## src/rtl/jogador_automatico.sv

```systemverilog
// Automatic player for the memory game: captures the LED sequence, replays it on
// the buttons, and in modo2 appends a pseudo-random jogada after every round.
module jogador_automatico #(
    parameter int unsigned DEPTH        = 16,
    parameter int unsigned PRESS_CYCLES = 3,
    parameter int unsigned GAP_CYCLES   = 2503,
    parameter int unsigned START_CYCLES = 4
) (
    input  logic       clock,
    input  logic       reset,
    input  logic       partida,
    input  logic       modo2,
    input  logic       erro_en,
    input  logic [3:0] erro_rodada,
    input  logic [3:0] erro_jogada,
    input  logic [3:0] leds,
    input  logic       vez_jogador,
    input  logic       ganhou,
    input  logic       perdeu,
    output logic       iniciar,
    output logic       modo2_out,
    output logic [3:0] botoes,
    output logic       terminou,
    output logic       sucesso,
    output logic       overflow,
    output logic [3:0] db_estado,
    output logic [4:0] db_len
);

    localparam logic [4:0]  DEPTH_L   = 5'(DEPTH);
    localparam logic [15:0] PRESS_END = 16'(PRESS_CYCLES - 1);
    localparam logic [15:0] GAP_END   = 16'(GAP_CYCLES - 1);
    localparam logic [15:0] START_END = 16'(START_CYCLES - 1);

    typedef enum logic [2:0] {
        INICIAL    = 3'd0,
        DISPARA    = 3'd1,
        CAPTURA    = 3'd2,
        PRESSIONA  = 3'd3,
        SOLTA      = 3'd4,
        GRAVA      = 3'd5,
        ESPERA_VEZ = 3'd6,
        FIM        = 3'd7
    } estado_t;

    estado_t     state, state_n;
    logic [15:0] cnt, cnt_n;
    logic [4:0]  ptr, ptr_n, len, len_n, i, i_n, idx_next, len_cap;
    logic [3:0]  rodada, rodada_n, lfsr, lfsr_n, botoes_n, leds_q;
    logic [3:0]  mem_first, mem_next, first_val, next_val, grava_val;
    logic [3:0]  waddr, wdata;
    logic        modo2_q, modo2_n, sucesso_n, overflow_n, gap, gap_n, we;
    logic [3:0]  mem [16];

    assign idx_next  = i + 5'd1;
    assign mem_first = mem[0];
    assign mem_next  = mem[idx_next[3:0]];
    assign grava_val = 4'b0001 << lfsr[1:0];
    assign len_cap   = (!modo2_q || rodada == 4'd0) ? ptr : len;

    // Injected error: rotating a one-hot value always yields a different button.
    assign first_val = (erro_en && rodada == erro_rodada && erro_jogada == 4'd0)
                       ? {mem_first[2:0], mem_first[3]} : mem_first;
    assign next_val  = (erro_en && rodada == erro_rodada && idx_next == {1'b0, erro_jogada})
                       ? {mem_next[2:0], mem_next[3]} : mem_next;

    always_comb begin
        state_n    = state;
        cnt_n      = cnt + 16'd1;
        botoes_n   = botoes;
        i_n        = i;
        ptr_n      = ptr;
        len_n      = len;
        rodada_n   = rodada;
        lfsr_n     = lfsr;
        modo2_n    = modo2_q;
        sucesso_n  = sucesso;
        overflow_n = overflow;
        gap_n      = gap;
        we         = 1'b0;
        waddr      = ptr[3:0];
        wdata      = leds;
        case (state)
            INICIAL, FIM: begin
                botoes_n = '0;
                if (partida) begin
                    state_n    = DISPARA;
                    modo2_n    = modo2;
                    len_n      = '0;
                    rodada_n   = '0;
                    overflow_n = 1'b0;
                    sucesso_n  = 1'b0;
                    cnt_n      = '0;
                end
            end
            DISPARA: begin
                if (cnt == START_END) begin
                    state_n = CAPTURA;
                    ptr_n   = '0;
                    cnt_n   = '0;
                end
            end
            CAPTURA: begin
                if (leds != 4'd0 && leds_q == 4'd0) begin
                    if (ptr < DEPTH_L) begin
                        we    = 1'b1;
                        ptr_n = ptr + 5'd1;
                    end else begin
                        overflow_n = 1'b1;
                    end
                end
                if (vez_jogador) begin
                    len_n = len_cap;
                    i_n   = '0;
                    cnt_n = '0;
                    if (len_cap == 5'd0) begin
                        state_n   = FIM;
                        sucesso_n = 1'b0;
                    end else begin
                        state_n  = PRESSIONA;
                        botoes_n = first_val;
                    end
                end
            end
            PRESSIONA: begin
                if (cnt == PRESS_END) begin
                    state_n  = SOLTA;
                    botoes_n = '0;
                    cnt_n    = '0;
                end
            end
            SOLTA: begin
                if (cnt == GAP_END) begin
                    cnt_n = '0;
                    i_n   = idx_next;
                    if (idx_next < len) begin
                        state_n  = PRESSIONA;
                        botoes_n = next_val;
                    end else if (modo2_q) begin
                        state_n  = GRAVA;
                        botoes_n = grava_val;
                        gap_n    = 1'b0;
                    end else begin
                        state_n  = CAPTURA;
                        rodada_n = rodada + 4'd1;
                        ptr_n    = '0;
                    end
                end
            end
            GRAVA: begin
                if (!gap) begin
                    if (cnt == PRESS_END) begin
                        gap_n    = 1'b1;
                        botoes_n = '0;
                        cnt_n    = '0;
                    end
                end else if (cnt == GAP_END) begin
                    if (len < DEPTH_L) begin
                        we    = 1'b1;
                        waddr = len[3:0];
                        wdata = grava_val;
                        len_n = len + 5'd1;
                    end else begin
                        overflow_n = 1'b1;
                    end
                    lfsr_n   = {lfsr[2:0], lfsr[3] ^ lfsr[2]};
                    rodada_n = rodada + 4'd1;
                    state_n  = ESPERA_VEZ;
                    cnt_n    = '0;
                end
            end
            ESPERA_VEZ: begin
                if (vez_jogador) begin
                    state_n  = PRESSIONA;
                    i_n      = '0;
                    botoes_n = first_val;
                    cnt_n    = '0;
                end
            end
            default: state_n = INICIAL;
        endcase
        // Game result wins over whatever press or gap is in flight.
        if (state != INICIAL && state != FIM && (ganhou || perdeu)) begin
            state_n   = FIM;
            botoes_n  = '0;
            sucesso_n = ganhou;
            we        = 1'b0;
        end
    end

    always_ff @(posedge clock or posedge reset) begin
        if (reset) begin
            state    <= INICIAL;
            cnt      <= '0;
            ptr      <= '0;
            len      <= '0;
            i        <= '0;
            rodada   <= '0;
            lfsr     <= 4'b0001;
            botoes   <= '0;
            iniciar  <= 1'b0;
            terminou <= 1'b0;
            modo2_q  <= 1'b0;
            sucesso  <= 1'b0;
            overflow <= 1'b0;
            gap      <= 1'b0;
            leds_q   <= '0;
        end else begin
            state    <= state_n;
            cnt      <= cnt_n;
            ptr      <= ptr_n;
            len      <= len_n;
            i        <= i_n;
            rodada   <= rodada_n;
            lfsr     <= lfsr_n;
            botoes   <= botoes_n;
            iniciar  <= (state_n == DISPARA);
            terminou <= (state_n == FIM);
            modo2_q  <= modo2_n;
            sucesso  <= sucesso_n;
            overflow <= overflow_n;
            gap      <= gap_n;
            leds_q   <= leds;
        end
    end

    always_ff @(posedge clock) begin
        if (we) mem[waddr] <= wdata;
    end

    assign modo2_out = modo2_q;
    assign db_estado = {1'b0, state};
    assign db_len    = len;

endmodule

```

## config.mk

```make
export PLATFORM = sky130hd
export DESIGN_NAME = jogador_automatico
export DESIGN_NICKNAME = d
export VERILOG_FILES = /design/src/rtl/jogador_automatico.sv
export SDC_FILE = /design/constraint.sdc
export NUM_CORES = 1
export LEC_CHECK = 0
export BUFFER_PORTS_ARGS = -buffer_cell sky130_fd_sc_hd__clkbuf_2
export CORE_AREA = 2 2 149 115
export DETAILED_ROUTE_END_ITERATION = 10
export DIE_AREA = 0 0 151 117
export PLACE_DENSITY = 0.54
export SLEW_MARGIN = 20
export SYNTH_ARGS = -nofsm -noshare
export SYNTH_HDL_FRONTEND = slang
export SYNTH_SLANG_ARGS = --single-unit
```

## constraint.sdc

```tcl
create_clock -name clock -period 4.3 [get_ports clock]
set_input_delay 0.86 -clock clock [delete_from_list [all_inputs] [get_ports clock]]
set_output_delay 0.86 -clock clock [all_outputs]
set_load 0.01 [all_outputs]
```

## After elaboration in Yosys (flattened, before gate mapping)

Memory sizes are Yosys's and may differ from the RTL's.
Index checks and enable logic that the tools add are counted.

| word-level totals | value |
|---|---|
| register bits after elaboration | 56 |
| bits in latches | 0 |
| memory bits (writable) | 64 |
| ROM bits | 0 |
| output and inout bits | 18 |
| word-level logic and storage cells | 189 |
| memories kept | 1 |

Memory list:

| memory | words | width | read ports | clocked after memory_dff | write ports | RTL line | source |
|---|---|---|---|---|---|---|---|
| mem | 16 | 4 | 2 | 0 | 1 | 53 | `logic [3:0] mem [16];` |

| cells by class | value |
|---|---|
| add/sub/neg operators | 5 |
| multiply operators | 0 |
| divide/modulo/power cells | 0 |
| order comparisons | 3 |
| equality and inequality tests | 38 |
| shifts and indexed selects | 1 |
| muxes and demuxes | 90 |
| bitwise operators | 1 |
| reductions and logical operators | 35 |

Operators by type and width:

| operator | number |
|---|---|
| $mux 4 | 25 |
| $mux 16 | 6 |
| $pmux 16 s6 | 1 |
| $mux 5 | 14 |
| $mux 3 | 12 |
| $eq 16x2->1 const B | 2 |
| $pmux 5 s3 | 2 |
| $ne 2x2->1 const B | 14 |
| $reduce_and 7->1 | 4 |
| $ne 3x3->1 const B | 8 |
| $pmux 4 s6 | 1 |
| $mux 1 | 22 |
| $pmux 3 s7 | 1 |
| $add 16x1->16 const B | 1 |
| $eq 16x12->1 const B | 1 |
| $add 5x1->5 const B | 3 |
| $eq 3x3->1 const B | 5 |
| $reduce_bool 3->1 | 5 |
| $logic_not 4->1 | 3 |
| $pmux 4 s3 | 1 |
| $lt 5x5->1 const B | 2 |
| $pmux 5 s2 | 1 |
| $reduce_and 4->1 | 2 |
| $reduce_bool 7->1 | 1 |
| other kinds (23) | 36 |

## Logic depth before layout (Yosys ltp)

| depth | value |
|---|---|
| depth in word-level cells | 9 |
| gate-level depth with buffers | 13 |
| mapped depth without buffers | 11 |

## Worst setup path after synthesis

No wires, ideal clock.

| timing | value |
|---|---|
| kind | reg2reg |
| start | register i[0] |
| end | register ptr[3] |
| setup time | 124 ps |
| arrival time | 2851 ps |
| required time | 4176 ps |
| path slack | 1325 ps |
| cell stages (with the launch flop) | 12 |
| buffers on the path | 0 |
| period minus slack after synthesis | 2975 ps |
| cells stage by stage | dfrtp_1 > ha_1 > xnor2_1 > inv_1 > ha_1 > a21oi_1 > o21ai_0 > a31oi_1 > nor2_1 > o2111ai_1 > nor4_1 > a211o_1 |

| between the ends | value |
|---|---|
| longest elaborated chain between the ends | 4 |

RTL lines:

| what | RTL line | source |
|---|---|---|
| start: declaration | 48 | `logic [4:0] ptr, ptr_n, len, len_n, i, i_n, idx_next, len_cap;` |
| start signal: assignment | 213 | `i <= i_n;` |
| $add 5x1->5 | 55 | `assign idx_next = i + 5'd1;` |
| $lt 5x5->1 | 136 | `if (idx_next < len) begin` |
| $ne 2x2->1 (no line) | - |  |
| $reduce_and 7->1 (no line) | - |  |
| end signal: assignment | 211 | `ptr <= ptr_n;` |
| end: declaration | 48 |  |

No other way between the ends.
A chain may end at the register's enable or synchronous reset.

## Worst setup path in the final report

| timing | value |
|---|---|
| start | register i[0] |
| end | register botoes[0] |

| between the ends | value |
|---|---|
| longest elaborated chain between the ends | 8 |
| elaborated cells between the ends (all ways) | 12 |

RTL lines:

| what | RTL line | source |
|---|---|---|
| $add 5x1->5 (*) | 55 |  |
| parallel branches: the longest is 7 deep, another holds $mem_v2 16x4 | - |  |
| end signal: assignment | 216 | `botoes <= botoes_n;` |
| end: declaration | 22 | `output logic [3:0] botoes,` |

Every way passes the cells marked *. The select of a mux whose other input is x is not followed.

==> flow_summary.yaml <==
layout:
  fin_nets: 642
  antennaDiodeCount: 0
  stdcell_area_um2: 7298
  drive_above_1_share: 0.2035
  instances_no_fill: 839
  synthToLayoutAreaGrowth_pct: 14.17
logic_synthesis:
  synth_area_um2: 6392
  synth_warnings: 0
  synth_flop_cell: "edfxtp_1"
  synthTopCellsByCount: "69 x nor2_1, 64 x edfxtp_1, 55 x dfrtp_1"
  syn_nets: 601
  synthArstFlopShare: 0.4667
  synth.largest_area_cell: "edfxtp_1"
  synth_edf_count: 64
  avgSynthCellArea_um2: 11.21
  synthCells: 570
  yosys_register_bits: 120
  ys_seq_area_frac: 0.5201
  synth.top_cell.area_share: 0.3006
  yosys-top-cells-area: "edfxtp_1 30%, dfrtp_1 22%, mux4_2 6.7%"
  ys_types: 77
  yosysMostFrequentCell: "nor2_1"
die:
  placement_rows: 41
  die_area_um2: 17670
  ios: 38
  coreArea_um2: 16310
  start_util: 0.3919
  die_w_um: 151
  fp.dieH_um: 117
route:
  final_antenna_net_count: 0
  via_per_inst: 5.589
  drc: 0
  dr.first_iter.drc_count: 515
  routed_wl_mm: 15.99
  avgRoutedWirePerCell_um: 19.06
  firstDrtPassIters: 5
  vias: 4689
grt:
  grt_pass1_wl_mm: 25.43
  grt_use_total: 0.1957
  antenna_found_initial: 0
  grt_max_degree: 36
  grt_pass1_vias: 4486
  grt_overflow: 0
flow_run:
  cap_violations: 0
power_and_ir_drop:
  powerDensity_nw_per_um2: 542.4
  power.leakage_nw: 2.891
  ir_worst_vdd_mv: 0.2351
clock_tree:
  cts.sinks: 120
  cts_hold_repair.buffers: 0
  clk_pin_slew_ns: 0.06
  ctsResizeCount: 0
  cts_buffer_depth: 2
  cts_tree: "done"
  post_cts_buffers: 0
  root_buffer: "clkbuf_16"
  ctsHtreeMaxLevel: 4
  insertion_delay_ns: 0.43
  cts_buffers: 17
setup_path:
  crit_arrival_ns: 3.67
  cp_top_family: "simple AND/OR/NAND/NOR gates"
  cp.required_ns: 4.66
  crit_top_cell: "buf_4"
  critPathMaxFanout: 21
  end_kind: "flop"
  cp-start-kind: "flop"
  critPathSlowestCell: "a21oi_1"
  critPathBufInv: 4
  crit_chain: "buf_4, nand3_1, xor2_1, buf_4, inv_1, ha_1, and3_1, a21oi_1, nor2_1, nor4bb_1, buf_4, o21ai_0, nand2_1"
  cpPeakStageDelay_ns: 0.54
  crit_type: "reg2reg"
sta:
  layout_setup_ws_ns: 0.9952
  finalSetupTns_ns: 0
  min_period_over_period: 0.7686
  fin_skew_ns: 0.01078
  tightest_slew_ns: 0.7310
  slew_violations: 0
  setup_violations: 0
  rsz0062_at_grt: "no"
  fmax_mhz: 302.6
  finalCriticalPeriod_ns: 3.305
  slew_headroom: 0.5127
  hold_viol: 0
placement:
  place_hpwl_mm: 11.74
  numPortBuffers: 36
  placed_area_um2: 6730
  gp_congestion: 0.9176
  dp.cells: 807
  place_ws_ns: 0.9854
run_status:
  status: "complete, no violations"
worst_hold_path:
  min_path_type: "reg2reg"
==> cell type report <==
class / instances / area [um^2]
Clock inverter: 13 / 113.9
Inverter: 21 / 78.83
Multi-Input combinational cell: 406 / 2810
Clock buffer: 19 / 454.2
Tap cell: 215 / 269.0
Timing Repair Buffer: 45 / 247.7
Fill cell: 1511 / 9015
Sequential cell: 120 / 3324
==> placed cells by master (no fill, tap or decap), types with 3 or more instances in the layout <==
cell       count
and2_1         5
xnor2_1       11
o22ai_1        5
clkbuf_16     18
nand2_1       51
inv_1         20
o21ai_0       36
nor2_1        69
xor2_1        16
o21ai_1        3
nand3_1       21
edfxtp_1      64
nor4_1         4
clkbuf_2      36
nor3_1        19
or4_1          3
and3_1        11
inv_4          3
ha_1          11
nor3b_1        4
o21a_1         3
buf_4          9
nand4_1        7
mux4_2        19
inv_6          4
nand2b_1       6
a31oi_1        7
o211ai_1       3
a21oi_1       15
a32oi_1        6
dfrtp_1       55
a21o_1         3
mux2_2         9
nor2b_1        5
==> cells by family (layout without fill, tap and decap cells) <==
group / Yosys count / after routing / share of synthesized area
AOI/OAI and AO/OA: 107 / 107 / 0.1084
xor gates and xnor gates: 27 / 27 / 0.03699
adders and majority gates: 11 / 11 / 0.02153
buffers and inverters: 44 / 98 / 0.04032
DFF: 120 / 120 / 0.5201
muxes: 29 / 29 / 0.08436
other: 1 / 1 / 0.0005866
and+or+nand+nor: 231 / 231 / 0.1877
==> through the flow <==
step / total power (W) / utilization / hold slack (ns)
floorplan: 0.002279 / - / 0.4546
global placement: 0.002587 / 0.4126 / 0.4740
detailed placement: 0.002603 / 0.4126 / 0.4875
CTS: 0.003982 / 0.4474 / 0.4970
global route: 0.004175 / 0.4474 / 0.5172
finish: 0.003958 / 0.4474 / 0.4927
==> sequential cells by signal (all words and copies together) (netlist names) <==
signal     count
botoes         4
i              5
overflow       1
state          3
lfsr           4
leds_q         4
iniciar        1
gap            1
db_len         5
mem           64
cnt           16
ptr            5
sucesso        1
terminou       1
rodada         4
modo2_out      1
==> path summary, 6_finish.rpt <==
| kind | slack, ns | end | cells after the start | start |
|---|---|---|---|---|
| max | 1.0 | botoes[0] | 13 | i[0] |
| min | 0.49 | cnt[0] | 1 | cnt[0] |
| max reg2reg | 1.0 | botoes[0] | 13 | i[0] |
| min reg2reg | 0.49 | cnt[0] | 1 | cnt[0] |
| max in group asynchronous | 2.91 | lfsr[0] | 3 | reset |
| min in group asynchronous | 0.54 | leds_q[2] | 2 | reset |
==> routing by layer <==
layer | track usage | vias up | share of wire
li1 | - | 2203 | -
met3 | 0.05775 | 15 | 0.067
met5 | 0 | - | 0
met2 | 0.2679 | 176 | 0.42
met1 | 0.2964 | 2295 | 0.50
met4 | 0.06168 | 0 | 0.0094
==> power by group <==
group	switching, W	internal (W)	leakage, nW
Clock	0.000534	0.000832	0.284
Combinational	0.000685	0.000456	1.29
Sequential	0.000158	0.00129	1.31
(Power assumes the default switching activity.)
